**src/rtl/coreir_mem_sync.sv**
```systemverilog
// ============================================================================
// Module   : coreir_mem_sync
// Purpose  : Synchronous single-port-pair RAM with reset-time initialisation
//            sequence and registered 1-cycle read. Optional macro
//            COREIR_MEM_BYPASS_EN selects write-first read-during-write.
// Revision : 1.0 - initial release
// ============================================================================
`default_nettype none

module coreir_mem_sync #(
    parameter int                      width    = 1,
    parameter int                      depth    = 2,
    parameter bit                      has_init = 1'b0,
    parameter logic [width*depth-1:0]  init     = '0,
    localparam int                     AW       = $clog2(depth)
) (
    input  logic             clk,
    input  logic             rst,
    input  logic [width-1:0] wdata,
    input  logic [AW-1:0]    waddr,
    input  logic             wen,
    input  logic [AW-1:0]    raddr,
    input  logic             ren,
    output logic [width-1:0] rdata,
    output logic             rvalid,
    output logic             busy
);

    localparam logic [0:0]    S_INIT  = 1'b0;
    localparam logic [0:0]    S_READY = 1'b1;
    localparam logic [AW:0]   c_depth = (AW+1)'(depth);
    localparam logic [AW-1:0] c_last  = AW'(depth - 1);

    logic [0:0]       r_state;
    logic [0:0]       w_state_nxt;
    logic [AW-1:0]    r_cnt;
    logic [width-1:0] r_mem [depth];
    logic [width-1:0] w_init_word [depth];
    logic             w_waddr_ok;
    logic             w_raddr_ok;
    logic             w_fwd;
    logic [width-1:0] w_rd_val;

    genvar gi;
    generate
        for (gi = 0; gi < depth; gi++) begin : g_init
            assign w_init_word[gi] = has_init ? init[gi*width +: width] : '0;
        end
    endgenerate

    // Addresses are only meaningful below depth when depth is not a power of 2
    assign w_waddr_ok = ({1'b0, waddr} < c_depth);
    assign w_raddr_ok = ({1'b0, raddr} < c_depth);

`ifdef COREIR_MEM_BYPASS_EN
    assign w_fwd = wen && w_waddr_ok && (waddr == raddr);
`else
    assign w_fwd = 1'b0;
`endif

    always_comb begin
        w_rd_val = '0;
        if (w_raddr_ok) begin
            w_rd_val = w_fwd ? wdata : r_mem[raddr];
        end
    end

    // State register
    always_ff @(posedge clk) begin
        if (rst) begin
            r_state <= S_INIT;
        end else begin
            r_state <= w_state_nxt;
        end
    end

    // Next-state logic
    always_comb begin
        w_state_nxt = r_state;
        case (r_state)
            S_INIT:  if (r_cnt == c_last) w_state_nxt = S_READY;
            default: w_state_nxt = S_READY;
        endcase
    end

    // Output logic
    always_comb begin
        busy = (r_state == S_INIT);
    end

    always_ff @(posedge clk) begin
        if (rst || r_state != S_INIT || r_cnt == c_last) begin
            r_cnt <= '0;
        end else begin
            r_cnt <= r_cnt + 1'b1;
        end
    end

    // Storage is never cleared directly; the INIT sweep rewrites every word
    always_ff @(posedge clk) begin
        if (!rst) begin
            if (r_state == S_INIT) begin
                r_mem[r_cnt] <= w_init_word[r_cnt];
            end else if (wen && w_waddr_ok) begin
                r_mem[waddr] <= wdata;
            end
        end
    end

    always_ff @(posedge clk) begin
        if (rst) begin
            rdata  <= '0;
            rvalid <= 1'b0;
        end else if (r_state == S_READY) begin
            rvalid <= ren;
            if (ren) begin
                rdata <= w_rd_val;
            end
        end else begin
            rvalid <= 1'b0;
        end
    end

endmodule

`default_nettype wire

```
**config.mk**
```make
export PLATFORM = sky130hd
export DESIGN_NAME = coreir_mem_sync
export DESIGN_NICKNAME = d
export VERILOG_FILES = /design/src/rtl/coreir_mem_sync.sv
export SDC_FILE = /design/constraint.sdc
export NUM_CORES = 1
export LEC_CHECK = 0
export ABC_AREA = 0
export CAP_MARGIN = 20
export CELL_PAD_IN_SITES_DETAIL_PLACEMENT = 1
export CELL_PAD_IN_SITES_GLOBAL_PLACEMENT = 1
export CORE_AREA = 4 4 41 43
export CTS_BUF_LIST = sky130_fd_sc_hd__clkbuf_8
export DETAILED_ROUTE_END_ITERATION = 8
export DIE_AREA = 0 0 45 47
export PLACE_DENSITY = 0.53
export REMOVE_ABC_BUFFERS = 1
export SYNTH_ARGS = -nofsm -noshare
export SYNTH_HDL_FRONTEND = slang
export SYNTH_SLANG_ARGS = --single-unit
```
**constraint.sdc**
```tcl
create_clock -name clk -period 1.4 [get_ports clk]
set_clock_uncertainty 0.05 [all_clocks]
set_input_delay 0.28 -clock clk [delete_from_list [all_inputs] [get_ports clk]]
set_output_delay 0.28 -clock clk [all_outputs]
set_load 0.1 [all_outputs]
```
==> impl_metrics.ini, run 1 <==
[cells_and_area]
fin_area_um2 = 436.7
layout-drive-gt1-share_pct = 31.43
fillers = 154
nNetsFinal = 43
insertedDiodeCount = 0
syn_to_final_growth_pct = 70.24

[cts]
h-tree-depth = 1
clk_latency_ns = 0.22
cts_buffer_depth = 2
cts_buffers = 3
cts.repair.resized = 0
cts_sinks = 6
postCtsSetupBuffers = 0
cts_tree = yes
cts_root_buf = clkbuf_8
clk_pin_slew_ns = 0.03
ctsHoldBuffers = 0

[run]
drv_cap = 0

[global_routing]
antenna_found_initial = 0
grt_use_total_pct = 6.334
grt_max_degree = 10
grt_pass1_vias = 226
grt_pass1_wl_um = 890
use_met3_pct = 3.065
grt_overflow_total = 0
grtUsageMet2_pct = 9.605
gr-usage-met1_pct = 5.950
grt_busiest_layer = met2

[route]
drt-initial-drc-count = 0
antenna_left = 0
drc = 0
vias_per_cell = 4.120
wl_um = 513
vias = 206
drt-wirelength-per-cell_um = 10.26
first_pass_iters = 1

[sta]
slew_violations = 0
fin_crit_ns = 1.305
rsz0062_at_grt = no
setup_viol = 0
worst_slew_pin_slew_ns = 0.2639
finalCritPeriodShare_pct = 93.22
slew_headroom_pct = 82.38
worst_slack_ns = 0.09487
final_hold_viol_count = 0
fin_setup_tns_ns = 0
max_freq_mhz = 766.2

[synth]
yosys_warnings = 0
yosysTopAreaCell = dfxtp_1
synthTopCellsByCount = dfxtp_1, a21oi_1, edfxtp_1, nor2_1
ys.flop_type = dfxtp_1
synth_top_area_share_pct = 31.22
yosysSeqAreaShare_pct = 54.63
syn_avg_cell_area_um2 = 11.66
synthTopCellsByArea = dfxtp_1, edfxtp_1, nor2b_4, and4b_2, buf_6
synthDistinctLibCells = 16
synth_cells = 22
synth-seq-cells = 6
synth_edf_count = 2
synthArstFlopShare_pct = 0
syn_area_um2 = 256.5
synth_most_common_cell = dfxtp_1

[floorplanning]
coreArea_um2 = 1301
rows = 13
num_io_pins = 10
die_w_um = 45
dieArea_um2 = 2115
initial_core_util_pct = 19.71
die_h_um = 47

[setup_path]
slowest_stage = dfxtp_1
crit_required_ns = 1.07
slowest_delay_ns = 0.46
arrival_ns = 0.98
start_kind = flop
cp_cell_sequence = inv_1 > buf_12
critical_path_class = reg -> out
worstPathMaxFanout = 9
end_kind = output port

[pwr]
clkPwrFrac_pct = 44.3
p_leak_nw = 0.1722
seqPwrFrac_pct = 34.5
intPower_mw = 0.4414
peakVddDrop_mv = 0.3891
power-per-cell-area_nw_per_um2 = 1362
switching_share_pct = 25.77
switching_power_mw = 0.1533
p_comb_share_pct = 21.2

[place]
dpl.hpwl_um = 425.6
placed_cell_area_um2 = 391.6
place.gp.congestion = 0.6777
dpl_worst_slack_ns = 0.02254
port_buffers = 9

[run_status]
status = finished, final reports clean

[min_path]
hold_class = reg -> reg
[cell families after synthesis]
kind of cell | Yosys count | share of synthesized area [%]
AO/OA/AOI/OAI | 4 | 10.73
buffers and inverters | 2 | 5.852
flip-flops | 6 | 54.64
multiplexers | 1 | 3.903
AND/OR/NAND/NOR | 9 | 24.88
[per-layer routing]
metal,vias to the layer above,wire [µm],share of wire [%]
li1,104,-,-
met1,92,205,40
met2,10,248,48
met3,0,59,12
met4,0,0,0
met5,-,0,0
[final cells by class]
class | instances | area, µm² | share of cell area [%]
Sequential cell | 6 | 140.1 | 32.09
Multi-Input combinational cell | 14 | 101.3 | 23.21
Clock inverter | 1 | 3.754 | 0.8596
Clock buffer | 3 | 41.29 | 9.456
Tap cell | 15 | 18.77 | 4.298
Timing Repair Buffer | 10 | 127.6 | 29.23
Inverter | 1 | 3.754 | 0.8596
[placed cells by master, fill, tap and decap left out]
master	instances
dfxtp_1	4
or2_4	1
mux2i_1	1
nand3b_1	1
buf_4	1
edfxtp_1	2
nand2_1	1
buf_12	3
a21oi_1	2
nand2b_1	1
nor2_1	2
a311oi_1	1
a21oi_2	1
nand3_1	1
clkbuf_8	3
clkdlybuf4s50_1	6
nor2b_4	1
and4b_2	1
inv_1	2
[stage by stage]
step           utilization, %  instances  hold WS (ns)  total power, mW
6_report                33.56         50        0.4874           0.5947
5_1_grt                 33.56         50        0.5087           0.6237
4_1_cts                 33.56         50        0.4866           0.6080
3_5_place_dp            30.10         46        0.4835           0.3353
3_3_place_gp            30.10         46        0.4737           0.3322
2_1_floorplan               -         21        0.2943           0.2772
[final timing paths]
path | from | to | slack (ns) | cells after the start
worst max-delay path | r_state | busy | 0.09 | 2
worst min-delay path | r_cnt | r_cnt | 0.49 | 2
worst max register to register | r_state | r_mem[0] | 0.27 | 2
worst min register to register | r_cnt | r_cnt | 0.49 | 2
[registers in the layout, indices dropped and copies added, names as in the netlist]
name,cells
r_cnt,1
r_mem,2
r_state,1
rdata,1
rvalid,1
[power by group through the flow]
stage | logic, mW | clock network, mW | registers, mW
after floorplan | 0.0514 | 0 | 0.226
after global placement | 0.125 | 0 | 0.207
after detailed placement | 0.127 | 0 | 0.208
after CTS | 0.127 | 0.275 | 0.206
after global routing | 0.133 | 0.283 | 0.207
final | 0.126 | 0.263 | 0.205
[worst max-delay path: cells and delay by family, from the launching register on]
kind	cells	cell delay, ns
flip-flops	1	0.46
buffers and inverters	2	0.30
Power figures use the tool's default switching activity.
==> run 2: changes to the inputs <==
Settings changed: CTS_CLUSTER_SIZE set to 40.
==> results of run 2 <==
The final DEF is identical to that of run 1; final timing and power are the same.
==> run 3: changes to the inputs <==
Settings changed: CORE_AREA 4 4 41 43 to 2 2 39 41, DIE_AREA 0 0 45 47 to 0 0 41 43.
==> impl_metrics.ini, run 3 (same netlist as run 1, synthesis figures left out) <==
[cts]
ctsHoldBuffers = 0
h-tree-depth = 1
cts_sinks = 6
postCtsSetupBuffers = 0
cts_root_buf = clkbuf_8
clk_pin_slew_ns = 0.03
cts_buffer_depth = 2
cts.repair.resized = 0
cts_buffers = 3
clk_latency_ns = 0.22
cts_tree = yes

[place]
dpl.hpwl_um = 434.6
port_buffers = 9
dp_cells = 48
placed_cell_area_um2 = 400.4
place.gp.congestion = 0.5891

[cells_and_area]
layout-drive-gt1-share_pct = 33.33
final_cell_mix = clkdlybuf4s50_1, dfxtp_1, clkbuf_8, buf_12
largest-register = r_mem
final_common_cell = clkdlybuf4s50_1
fin_cells = 52
syn_to_final_growth_pct = 73.66
insertedDiodeCount = 0
fin_area_um2 = 445.4
largest_register_ffs = 2
nNetsFinal = 44

[min_path]
hold_class = reg -> reg

[setup_path]
critical_path_class = reg -> out
worstPathMaxFanout = 9
arrival_ns = 0.98
end_kind = output port
crit_required_ns = 1.07
start_kind = flop
r2r_slack_ns = 0.27

[route]
first_pass_iters = 1
antenna_left = 0
wl_um = 530
drc = 0
vias = 211
drt-initial-drc-count = 0
drt-wirelength-per-cell_um = 10.19
vias_per_cell = 4.058

[sta]
finalCritPeriodShare_pct = 93.88
setup_viol = 0
max_freq_mhz = 760.9
final_hold_viol_count = 0
slew_violations = 0
fin_setup_tns_ns = 0
rsz0062_at_grt = no
slew_headroom_pct = 81.76
fin_crit_ns = 1.314
worst_slew_pin_slew_ns = 0.2733

[global_routing]
grt_use_total_pct = 7.351
antenna_found_initial = 0
grt_overflow_total = 0
grt_pass1_vias = 221
grt_pass1_wl_um = 800
grt_max_degree = 10

[floorplanning]
dieArea_um2 = 1763
initial_core_util_pct = 18.54
rows = 14
die_w_um = 41
die_h_um = 43
num_io_pins = 10
coreArea_um2 = 1384

[pwr]
peakVddDrop_mv = 0.3773
finalPower_mw = 0.5952
power-per-cell-area_nw_per_um2 = 1336
p_leak_nw = 0.1770

[run_status]
status = finished, final reports clean

[run]
drv_cap = 0
run 3: cell count changes in the layout (fill, tap and decap cells not counted):
cell   previous run  this run
buf_4             1         2
run 3: report_power, final:
group	switching [mW]	internal [mW]	total (mW)
sequential	0.0115	0.194	0.206
clock	0.0738	0.188	0.262
combinational	0.0669	0.0606	0.128
run 3: routing by layer:
metal	share of wire [%]	track usage (%)	vias up
met2	50	11.25	12
met4	0	6.000	0
met5	0	0	-
met1	36	6.169	93
li1	-	-	106
met3	14	4.712	0
run 3: worst paths after layout:
path	end	from	cells after the start
max	busy	r_state	2
min	r_cnt	r_cnt	2
max reg2reg	r_mem[0]	r_state	2
min reg2reg	r_cnt	r_cnt	2
run 3: cell type report:
| type | count | area (µm²) |
|---|---|---|
| multi-input cells | 14 | 101.3 |
| flip-flops and latches | 6 | 140.1 |
| repair buffers | 11 | 135.1 |
| fillers | 155 | 938.4 |
| clock inverters | 1 | 3.754 |
| well taps | 16 | 20.02 |
| clock buffers | 3 | 41.29 |
| inverters | 1 | 3.754 |
run 3: critical path, cell delays in order, from the launching register on:
cell and delay, ns:
dfxtp_1 0.46, inv_1 0.12, buf_12 0.18
run 3: through the flow:
step	util, %	hold WS, ns	setup WS (ns)
after global placement	28.93	0.4736	0.03861
after detailed placement	28.93	0.4848	-0.01380
after global routing	32.19	0.5196	0.007766
final	32.19	0.4834	0.08570
after floorplan	-	0.2943	0.01832
after CTS	32.19	0.4916	0.06505
